===== src/rtl/seven_seg_scanner.sv =====
// ---------------------------------------------------------------------------
// seven_seg_scanner
//
// Display stage for the 12-hour BCD time-of-day counter. Scans four BCD
// digits (h1 h2 : m1 m2) across a 4-digit common-anode multiplexed
// 7-segment display. It also drives a blinking colon and a PM indicator on
// the m2 decimal point. The digits are snapshotted once per scan frame, so a
// frame never shows a mix of old and new time.
//
// Parameters:
//   REFRESH_DIV    clk cycles per digit slot (>= 2)
//   BLINK_DIV      completed frames per colon half-period (>= 1)
//   SEG_ACTIVE_LOW 1 = seg/dp/colon are low-true
//   AN_ACTIVE_LOW  1 = an is low-true
//
// Ports:
//   clk, reset     clock, synchronous active-high reset
//   en             scan enable; while low everything holds and outputs are off
//   h1,h2,m1,m2    BCD digits, ap = PM flag
//   seg[6:0]       segments {g,f,e,d,c,b,a}
//   dp             decimal point (on in the m2 slot when PM)
//   an[3:0]        digit enables, an[0] = m2 ... an[3] = h1
//   colon          colon LEDs, toggles every BLINK_DIV frames
//   frame_done     1-cycle pulse in the cycle after each frame wrap
//
// All outputs are registered. They show the scan state one cycle after the
// state register moves.
// ---------------------------------------------------------------------------
module seven_seg_scanner #(
  parameter int REFRESH_DIV    = 50000,
  parameter int BLINK_DIV      = 250,
  parameter bit SEG_ACTIVE_LOW = 1'b1,
  parameter bit AN_ACTIVE_LOW  = 1'b1
) (
  input  logic       clk,
  input  logic       reset,
  input  logic       en,
  input  logic [3:0] h1,
  input  logic [3:0] h2,
  input  logic [3:0] m1,
  input  logic [3:0] m2,
  input  logic       ap,
  output logic [6:0] seg,
  output logic       dp,
  output logic [3:0] an,
  output logic       colon,
  output logic       frame_done
);

  localparam int CW = (REFRESH_DIV > 1) ? $clog2(REFRESH_DIV) : 1;
  localparam int BW = (BLINK_DIV > 1) ? $clog2(BLINK_DIV) : 1;

  typedef enum logic [1:0] {
    D0 = 2'd0,  // m2
    D1 = 2'd1,  // m1
    D2 = 2'd2,  // h2
    D3 = 2'd3   // h1
  } scan_state_t;

  // Segment patterns are kept active-high internally. The polarity is
  // applied once, at the output register.
  function automatic logic [6:0] decode(input logic [3:0] d);
    logic [6:0] s;
    case (d)
      4'd0:    s = 7'h3F;
      4'd1:    s = 7'h06;
      4'd2:    s = 7'h5B;
      4'd3:    s = 7'h4F;
      4'd4:    s = 7'h66;
      4'd5:    s = 7'h6D;
      4'd6:    s = 7'h7D;
      4'd7:    s = 7'h07;
      4'd8:    s = 7'h7F;
      4'd9:    s = 7'h6F;
      default: s = 7'h40;  // dash: non-BCD input
    endcase
    return s;
  endfunction

  // State
  logic [CW-1:0] cnt_q, cnt_d;
  scan_state_t   state_q, state_d;
  logic [BW-1:0] blink_cnt_q, blink_cnt_d;
  logic          blink_phase_q, blink_phase_d;
  logic [3:0]    sh_h1_q, sh_h1_d, sh_h2_q, sh_h2_d;
  logic [3:0]    sh_m1_q, sh_m1_d, sh_m2_q, sh_m2_d;
  logic          sh_ap_q, sh_ap_d;
  logic          load_pending_q, load_pending_d;

  // Registered outputs, physical polarity
  logic [6:0] seg_q, seg_d;
  logic       dp_q, dp_d;
  logic [3:0] an_q, an_d;
  logic       colon_q, colon_d;
  logic       frame_done_q, frame_done_d;

  // Combinational helpers
  logic       slot_tick;
  logic       wrap;
  logic       load;
  logic [3:0] src_h1, src_h2, src_m1, src_m2;
  logic       src_ap;
  logic [3:0] sel_digit;
  logic [6:0] seg_l;
  logic [3:0] an_l;
  logic       dp_l;
  logic       colon_l;

  always_comb begin
    cnt_d          = cnt_q;
    state_d        = state_q;
    blink_cnt_d    = blink_cnt_q;
    blink_phase_d  = blink_phase_q;
    sh_h1_d        = sh_h1_q;
    sh_h2_d        = sh_h2_q;
    sh_m1_d        = sh_m1_q;
    sh_m2_d        = sh_m2_q;
    sh_ap_d        = sh_ap_q;
    load_pending_d = load_pending_q;

    slot_tick = en && (cnt_q == CW'(REFRESH_DIV - 1));
    wrap      = slot_tick && (state_q == D3);
    load      = wrap || (en && load_pending_q);

    // Prescaler
    if (en) begin
      cnt_d = slot_tick ? '0 : cnt_q + CW'(1);
    end

    // Scan order m2 -> m1 -> h2 -> h1 -> m2
    if (slot_tick) begin
      case (state_q)
        D0:      state_d = D1;
        D1:      state_d = D2;
        D2:      state_d = D3;
        default: state_d = D0;
      endcase
    end

    // Snapshot. Both load causes require en, so either one satisfies the
    // pending request.
    if (load) begin
      sh_h1_d        = h1;
      sh_h2_d        = h2;
      sh_m1_d        = m1;
      sh_m2_d        = m2;
      sh_ap_d        = ap;
      load_pending_d = 1'b0;
    end

    // Colon blink, counted in frames
    if (wrap) begin
      if (blink_cnt_q == BW'(BLINK_DIV - 1)) begin
        blink_cnt_d   = '0;
        blink_phase_d = ~blink_phase_q;
      end else begin
        blink_cnt_d   = blink_cnt_q + BW'(1);
      end
    end

    // On the pending first-enable load, the shadow is written at this same
    // edge. Display the incoming values directly, so the first slot after
    // enable already shows the captured time and not the reset zeros.
    src_h1 = load_pending_q ? h1 : sh_h1_q;
    src_h2 = load_pending_q ? h2 : sh_h2_q;
    src_m1 = load_pending_q ? m1 : sh_m1_q;
    src_m2 = load_pending_q ? m2 : sh_m2_q;
    src_ap = load_pending_q ? ap : sh_ap_q;

    case (state_q)
      D0:      sel_digit = src_m2;
      D1:      sel_digit = src_m1;
      D2:      sel_digit = src_h2;
      default: sel_digit = src_h1;
    endcase

    // Logical (active-high) output levels
    an_l         = 4'b0000;
    seg_l        = 7'h00;
    dp_l         = 1'b0;
    colon_l      = 1'b0;
    frame_done_d = 1'b0;
    if (en) begin
      an_l         = 4'b0001 << state_q;
      seg_l        = decode(sel_digit);
      dp_l         = (state_q == D0) && src_ap;
      colon_l      = blink_phase_q;
      frame_done_d = wrap;
      // Leading-zero blank on the hour tens digit
      if ((state_q == D3) && (src_h1 == 4'd0)) begin
        an_l  = 4'b0000;
        seg_l = 7'h00;
      end
    end

    an_d    = an_l ^ {4{AN_ACTIVE_LOW}};
    seg_d   = seg_l ^ {7{SEG_ACTIVE_LOW}};
    dp_d    = dp_l ^ SEG_ACTIVE_LOW;
    colon_d = colon_l ^ SEG_ACTIVE_LOW;
  end

  always_ff @(posedge clk) begin
    if (reset) begin
      cnt_q          <= '0;
      state_q        <= D0;
      blink_cnt_q    <= '0;
      blink_phase_q  <= 1'b0;
      sh_h1_q        <= 4'd0;
      sh_h2_q        <= 4'd0;
      sh_m1_q        <= 4'd0;
      sh_m2_q        <= 4'd0;
      sh_ap_q        <= 1'b0;
      load_pending_q <= 1'b1;
      an_q           <= {4{AN_ACTIVE_LOW}};
      seg_q          <= {7{SEG_ACTIVE_LOW}};
      dp_q           <= SEG_ACTIVE_LOW;
      colon_q        <= SEG_ACTIVE_LOW;
      frame_done_q   <= 1'b0;
    end else begin
      cnt_q          <= cnt_d;
      state_q        <= state_d;
      blink_cnt_q    <= blink_cnt_d;
      blink_phase_q  <= blink_phase_d;
      sh_h1_q        <= sh_h1_d;
      sh_h2_q        <= sh_h2_d;
      sh_m1_q        <= sh_m1_d;
      sh_m2_q        <= sh_m2_d;
      sh_ap_q        <= sh_ap_d;
      load_pending_q <= load_pending_d;
      an_q           <= an_d;
      seg_q          <= seg_d;
      dp_q           <= dp_d;
      colon_q        <= colon_d;
      frame_done_q   <= frame_done_d;
    end
  end

  assign seg        = seg_q;
  assign dp         = dp_q;
  assign an         = an_q;
  assign colon      = colon_q;
  assign frame_done = frame_done_q;

endmodule


===== config.mk =====
export PLATFORM = sky130hd
export DESIGN_NAME = seven_seg_scanner
export DESIGN_NICKNAME = d
export VERILOG_FILES = /design/src/rtl/seven_seg_scanner.sv
export SDC_FILE = /design/constraint.sdc
export NUM_CORES = 1
export LEC_CHECK = 0
export ABC_AREA = 1
export CORE_ASPECT_RATIO = 0.9
export CORE_UTILIZATION = 45
export CTS_BUF_LIST = sky130_fd_sc_hd__clkbuf_4 sky130_fd_sc_hd__clkbuf_8 sky130_fd_sc_hd__clkbuf_16
export DETAILED_ROUTE_END_ITERATION = 8
export DONT_BUFFER_PORTS = 1
export PLACE_DENSITY = 0.68
export SLEW_MARGIN = 20
export SYNTH_ARGS = -nofsm -noshare
export SYNTH_HDL_FRONTEND = slang
export SYNTH_SLANG_ARGS = --single-unit

===== constraint.sdc =====
create_clock -name clk -period 1.9 [get_ports clk]
set_input_delay 0.095 -clock clk [delete_from_list [all_inputs] [get_ports clk]]
set_output_delay 0.095 -clock clk [all_outputs]
set_load 0.03 [all_outputs]

# After elaboration in Yosys (flattened, before gate mapping)
# Memories as Yosys holds them, arrays and structs flattened.
# Cells that the tools add are included.
# op_classes
addsub,2
multipliers,0
n_div,0
magnitude_cmp,0
eq_ne,5
n_shift,1
n_mux,15
bitwise_logic,6
reduce_logical,10
# op_table
operator,count
4-bit two-way mux,6
16-bit by 1-bit adder with 16-bit output (second input constant),1
16-bit == test (second input constant),1
16-bit two-way mux,1
7-bit two-way mux,2
4-bit one-hot mux with 3 select lines,1
8-bit by 1-bit adder with 8-bit output (second input constant),1
8-bit == test (second input constant),1
8-bit two-way mux,1
7-bit inverter,1
2-bit one-hot mux with 3 select lines,1
1-bit logical AND,5
2-bit == test (second input constant),2
4-bit zero test,1
1-bit inverter,4
4-bit inverter,1
1-bit by 2-bit << shifter with 4-bit output (first input constant),1
1-bit two-way mux,3
2-bit by 1-bit == test with 1-bit output (second input constant),1
2-bit zero test,1
2-bit AND reduction,1
2-bit OR reduction,1
1-bit logical OR,1
# totals
ff_bits,59
latchBits,0
ramBits,0
rom_bits,112
input_bits,20
output_inout_bits,14
elab_cells,55
n_memories,1
# mem_list
memory,words,width,read_ports,rd_ports_with_merged_regs,write_ports,line_no,text
(no name shown),16,7,1,0,0,64,case (d)

# Logic depth before layout (Yosys ltp)
# logic_depth
depth_word,6
ltp_mapped,14

# Worst setup path before layout
# Ideal clock, no wire load.
# synth_path
kind,register to register
startpoint,register state_q[1]
endpoint,register seg_q[5] (netlist: seg[5])
arrival_time_ps,1741
t_required_ps,1779
slack_ps,38
stages_incl_launch_ff,15
synth_period_minus_slack_ps,1862
path_cell_list,dfxtp_1 > inv_1 > ha_1 > clkbuf_1 > nand2_1 > nand2_1 > nand2_1 > nand2_1 > o21ai_1 > inv_1 > ha_1 > inv_1 > nand3_1 > nand3_1 > nand3_1
# synth_via
elab_chain_cells,6
elab_cells_between_ends,10
cone_classes,eq/ne (3); mux (3); bitwise (1); reduce/logical (2); memory (1)
# synth_lines
element,line_no,text
start: declaration,82,"scan_state_t state_q, state_d;"
start signal: assignment,221,state_q <= state_d;
2-bit == test (tied with other cells),170,case (state_q)
4-bit one-hot mux with 3 select lines,170,
memory read 16 x 7 bit,-,
7-bit two-way mux *,190,if ((state_q == D3) && (src_h1 == 4'd0)) begin
7-bit two-way mux *,183,if (en) begin
7-bit inverter (no source line) *,-,
end signal: assignment,215,seg_q <= {7{SEG_ACTIVE_LOW}};
end signal: assignment,231,seg_q <= seg_d;
end: declaration,91,"logic [6:0] seg_q, seg_d;"
# Every way passes the cells marked *; elsewhere a longest branch is shown, timed or not.
# A chain may end at the register's enable or synchronous reset.

# Worst setup path in the final report
# layout_path
startpoint,register state_q[0]
endpoint,register seg_q[3] (netlist: seg[3])
# The elaborated chain is that of the path after synthesis.

==> flow_metrics.tcl <==
set metrics [dict create \
    status "completed" \
    synth_warnings 0 \
    vias_per_cell 4.99 \
    crit_chain "inv_2 -> ha_4 -> o21ai_0 -> o21ai_1 -> nor2_1 -> nor2_2 -> ha_1 -> inv_1 -> nand3_1 -> nand3_1 -> nand3_1" \
    cts_inserted_buffers 9 \
    pwr-share-comb_pct 10.4 \
    maxSlewViolCount 0 \
    clk_pin_slew_ns 0.06 \
    routed_wl_um 7340 \
    start_util_pct 47.2 \
    critPathMaxStageDelay_ns 0.36 \
    max_freq_mhz 548 \
    worst-setup-path-type "reg2reg" \
    vias 2991 \
    p_int_uw 2100 \
    areaGrowthSynthToFinish_pct 18.4 \
    track_usage_pct 21.7 \
    wl_per_cell_um 12.3 \
    rsz0062_at_grt "yes" \
    crit_top_cell "nand3_1" \
    hold_viol 0 \
    dr.pass1.iters 5 \
    route.detailed.drc 0 \
    switching_share_pct 24.6 \
    grt_util_met3_pct 6.20 \
    reg2regPathDepth 11 \
    hold_start "en" \
    clock_sinks 59 \
    portBuffers 0 \
    synth_cell_types 34 \
    synthCells 475 \
    syn_area_per_cell_um2 6.65 \
    worst_slew_pin_slew_ns 0.475 \
    maxSlewHeadroom_pct 68.2 \
    core_area_um2 6690 \
    die-area_um2 7350 \
    fp.dieH_um 81.5 \
    power.leakage_uw 0.00165 \
    synth_fp_nets 507 \
    seq_power_share_pct 47.7 \
    finalWorstPathRequiredPeriod_ns 1.83 \
    cp.required_ns 2.13 \
    clockBufferDepth 2 \
    netSwitchingPower_uw 688 \
    r2r-start "state_q[0]" \
    hpwl_um 5020 \
    p_clk_share_pct 41.8 \
    clk_latency_ns 0.34 \
    rows 28 \
    ys_ff_latch 59 \
    grt_overflow 0 \
    drtIter0Drc 232 \
    final_nets 537 \
    n_antenna_cell 0 \
    die_w_um 90.3 \
    finalCritPeriodShare_pct 96.1 \
    cts-htree-levels 3 \
    cp_slowest_cell "dfxtp_4" \
    grt_pass1_wl_um 12500 \
    startpoint_type "register" \
    ff2ff_setup_slack_ns 0.07 \
    p_per_area_nw_per_um2 747 \
    cts_tree "built" \
    drv_cap 0 \
    crit_arrival_ns 2.05 \
    antenna_found_initial 0 \
    synth_area_um2 3160 \
    max-vdd-ir-drop_uv 405 \
    cts_root_buf "clkbuf_8" \
    endpoint_kind "register" \
    fin_skew_ns 0.00655 \
    met2_usage_pct 33.2 \
    finalPower_uw 2790 \
    drive_above_1_share_pct 12.8 \
    grt_pass1_vias 2674 \
    antenna_violating_nets_post_route 0 \
    grt_use_met1_pct 29.4 \
    setup_viol 0 \
    place_congestion 0.858 \
    cp_max_fo 5 \
    worst_hold_path_type "in2reg" \
    hold_depth 4 \
    regToRegEndpoint "seg[3]" \
    gr-max-usage-layer "met2" \
    min_to "cnt_q[10]" \
    ys_seq_area_share_pct 37.4 \
    grt_max_degree 24 \
    tns_ns 0 \
    io_pins 34 \
]
-- worst max-delay path by stage --
stage                  end  slack, ns        from
floorplan           seg[5]       0.04  state_q[1]
global placement    seg[5]       0.03  state_q[0]
detailed placement  seg[3]      -0.06  state_q[0]
CTS                 seg[5]       0.01  state_q[1]
global route        seg[3]      -0.03  state_q[0]
finish              seg[3]       0.07  state_q[0]
-- critical path: cells and delay by family, from the launching register on --
kind | cells | cell delay (ns)
buffers and inverters | 2 | 0.17
adder cells (fa/ha/maj) | 2 | 0.43
AO/OA/AOI/OAI | 2 | 0.29
AND/OR/NAND/NOR | 5 | 0.46
flip-flops | 1 | 0.36
-- cells by family (layout without fill, tap and decap cells) --
kind of cell / Yosys count / count (layout) / share of synthesized area, %
xor+xnor: 7 / 7 / 1.94
flops: 59 / 59 / 37.4
buf+inv: 61 / 95 / 8.20
fa+ha+maj: 12 / 12 / 4.76
compound gates: 42 / 42 / 7.21
simple gates: 294 / 294 / 40.5
-- flip-flops by register name, summed over array words and instances, names as in the netlist --
register        cells
cnt_q              16
sh_ap_q             1
an                  4
blink_phase_q       1
sh_m2_q             4
state_q             2
seg                 7
sh_m1_q             4
colon               1
blink_cnt_q         8
load_pending_q      1
sh_h2_q             4
frame_done          1
dp                  1
sh_h1_q             4
-- cell usage in the layout (no fill, tap or decap), types with 2 or more instances in the layout --
cell | synthesis | final
a21oi_1 | 18 | 18
o21ai_1 | 10 | 10
inv_2 | 11 | 14
nand2_2 | 4 | 4
ha_1 | 12 | 9
o21ai_0 | 9 | 8
buf_4 | 4 | 15
inv_1 | 35 | 32
nor2_2 | 2 | 3
a211oi_1 | 2 | 2
nor2_1 | 81 | 80
dlygate4sd3_1 | 0 | 19
dfxtp_1 | 59 | 56
clkbuf_4 | 0 | 2
dfxtp_2 | 0 | 2
nor3_1 | 6 | 6
nand4_1 | 4 | 4
ha_4 | 0 | 3
o21ai_2 | 1 | 2
xor2_1 | 4 | 4
nand2_1 | 135 | 135
clkbuf_8 | 0 | 11
nand3b_1 | 13 | 13
xnor2_1 | 3 | 3
nand3_1 | 40 | 40
-- power groups by stage --
stage,combinational (uW),clock [uW],sequential (uW)
2_1_floorplan,206,0,1350
3_3_place_gp,241,0,1360
3_5_place_dp,246,0,1360
4_1_cts,288,1200,1330
5_1_grt,336,1260,1340
6_report,291,1170,1330
-- repair_timing --
action | 4_1_cts | 5_1_grt
setup endpoints to repair | 4 | 7
buffers inserted | 0 | 1
hold endpoints to repair | 34 | 0
pin swaps | 0 | 2
resized for setup | 2 | 14
hold buffers | 19 | 0
-- routing by layer --
layer | share of wire (%) | up-vias
met5 | 0 | -
met4 | 1.2 | 0
met3 | 5.9 | 11
met2 | 43 | 66
met1 | 50 | 1352
li1 | - | 1562
-- synth_stat cells, drive strengths merged --
cell type	instances	area, um^2
nand3b	13	97.6
a211oi	2	15.0
o21bai	2	18.8
nor3	7	40.0
nor4	1	6.26
xor2	4	35.0
nand4	5	37.5
nor2	84	328
nor2b	1	6.26
or2	2	12.5
nand3	41	210
o21ai	20	104
nand2	139	532
clkbuf	4	15.0
ha	12	150
inv	46	173
a21oi	18	90.1
buf	11	71.3
xnor2	3	26.3
nor3b	1	7.51
dfxtp	59	1180
-- final cells by class --
type                    count  area (um^2)
clock buffers              13          166
well taps                  90          113
clock inverters             2         35.0
fillers                   657         2950
multi-input cells         355         1760
inverters                  46          173
repair buffers             34          303
flip-flops and latches     59         1190
-- per-stage QoR --
stage | cell area [um^2] | setup slack, ns | instances | util [%] | hold WS (ns)
6_report | 3740 | 0.0749 | 599 | 55.9 | 0.0392
5_1_grt | 3740 | -0.0284 | 599 | 55.9 | 0.0450
4_1_cts | 3680 | 0.0114 | 598 | 55.1 | 0.0232
3_5_place_dp | 3290 | -0.0590 | 564 | 49.1 | 0.167
3_3_place_gp | 3290 | 0.0350 | 564 | 49.1 | 0.166
2_1_floorplan | 3160 | 0.0384 | 475 | - | 0.216
(Power assumes the default switching activity.)
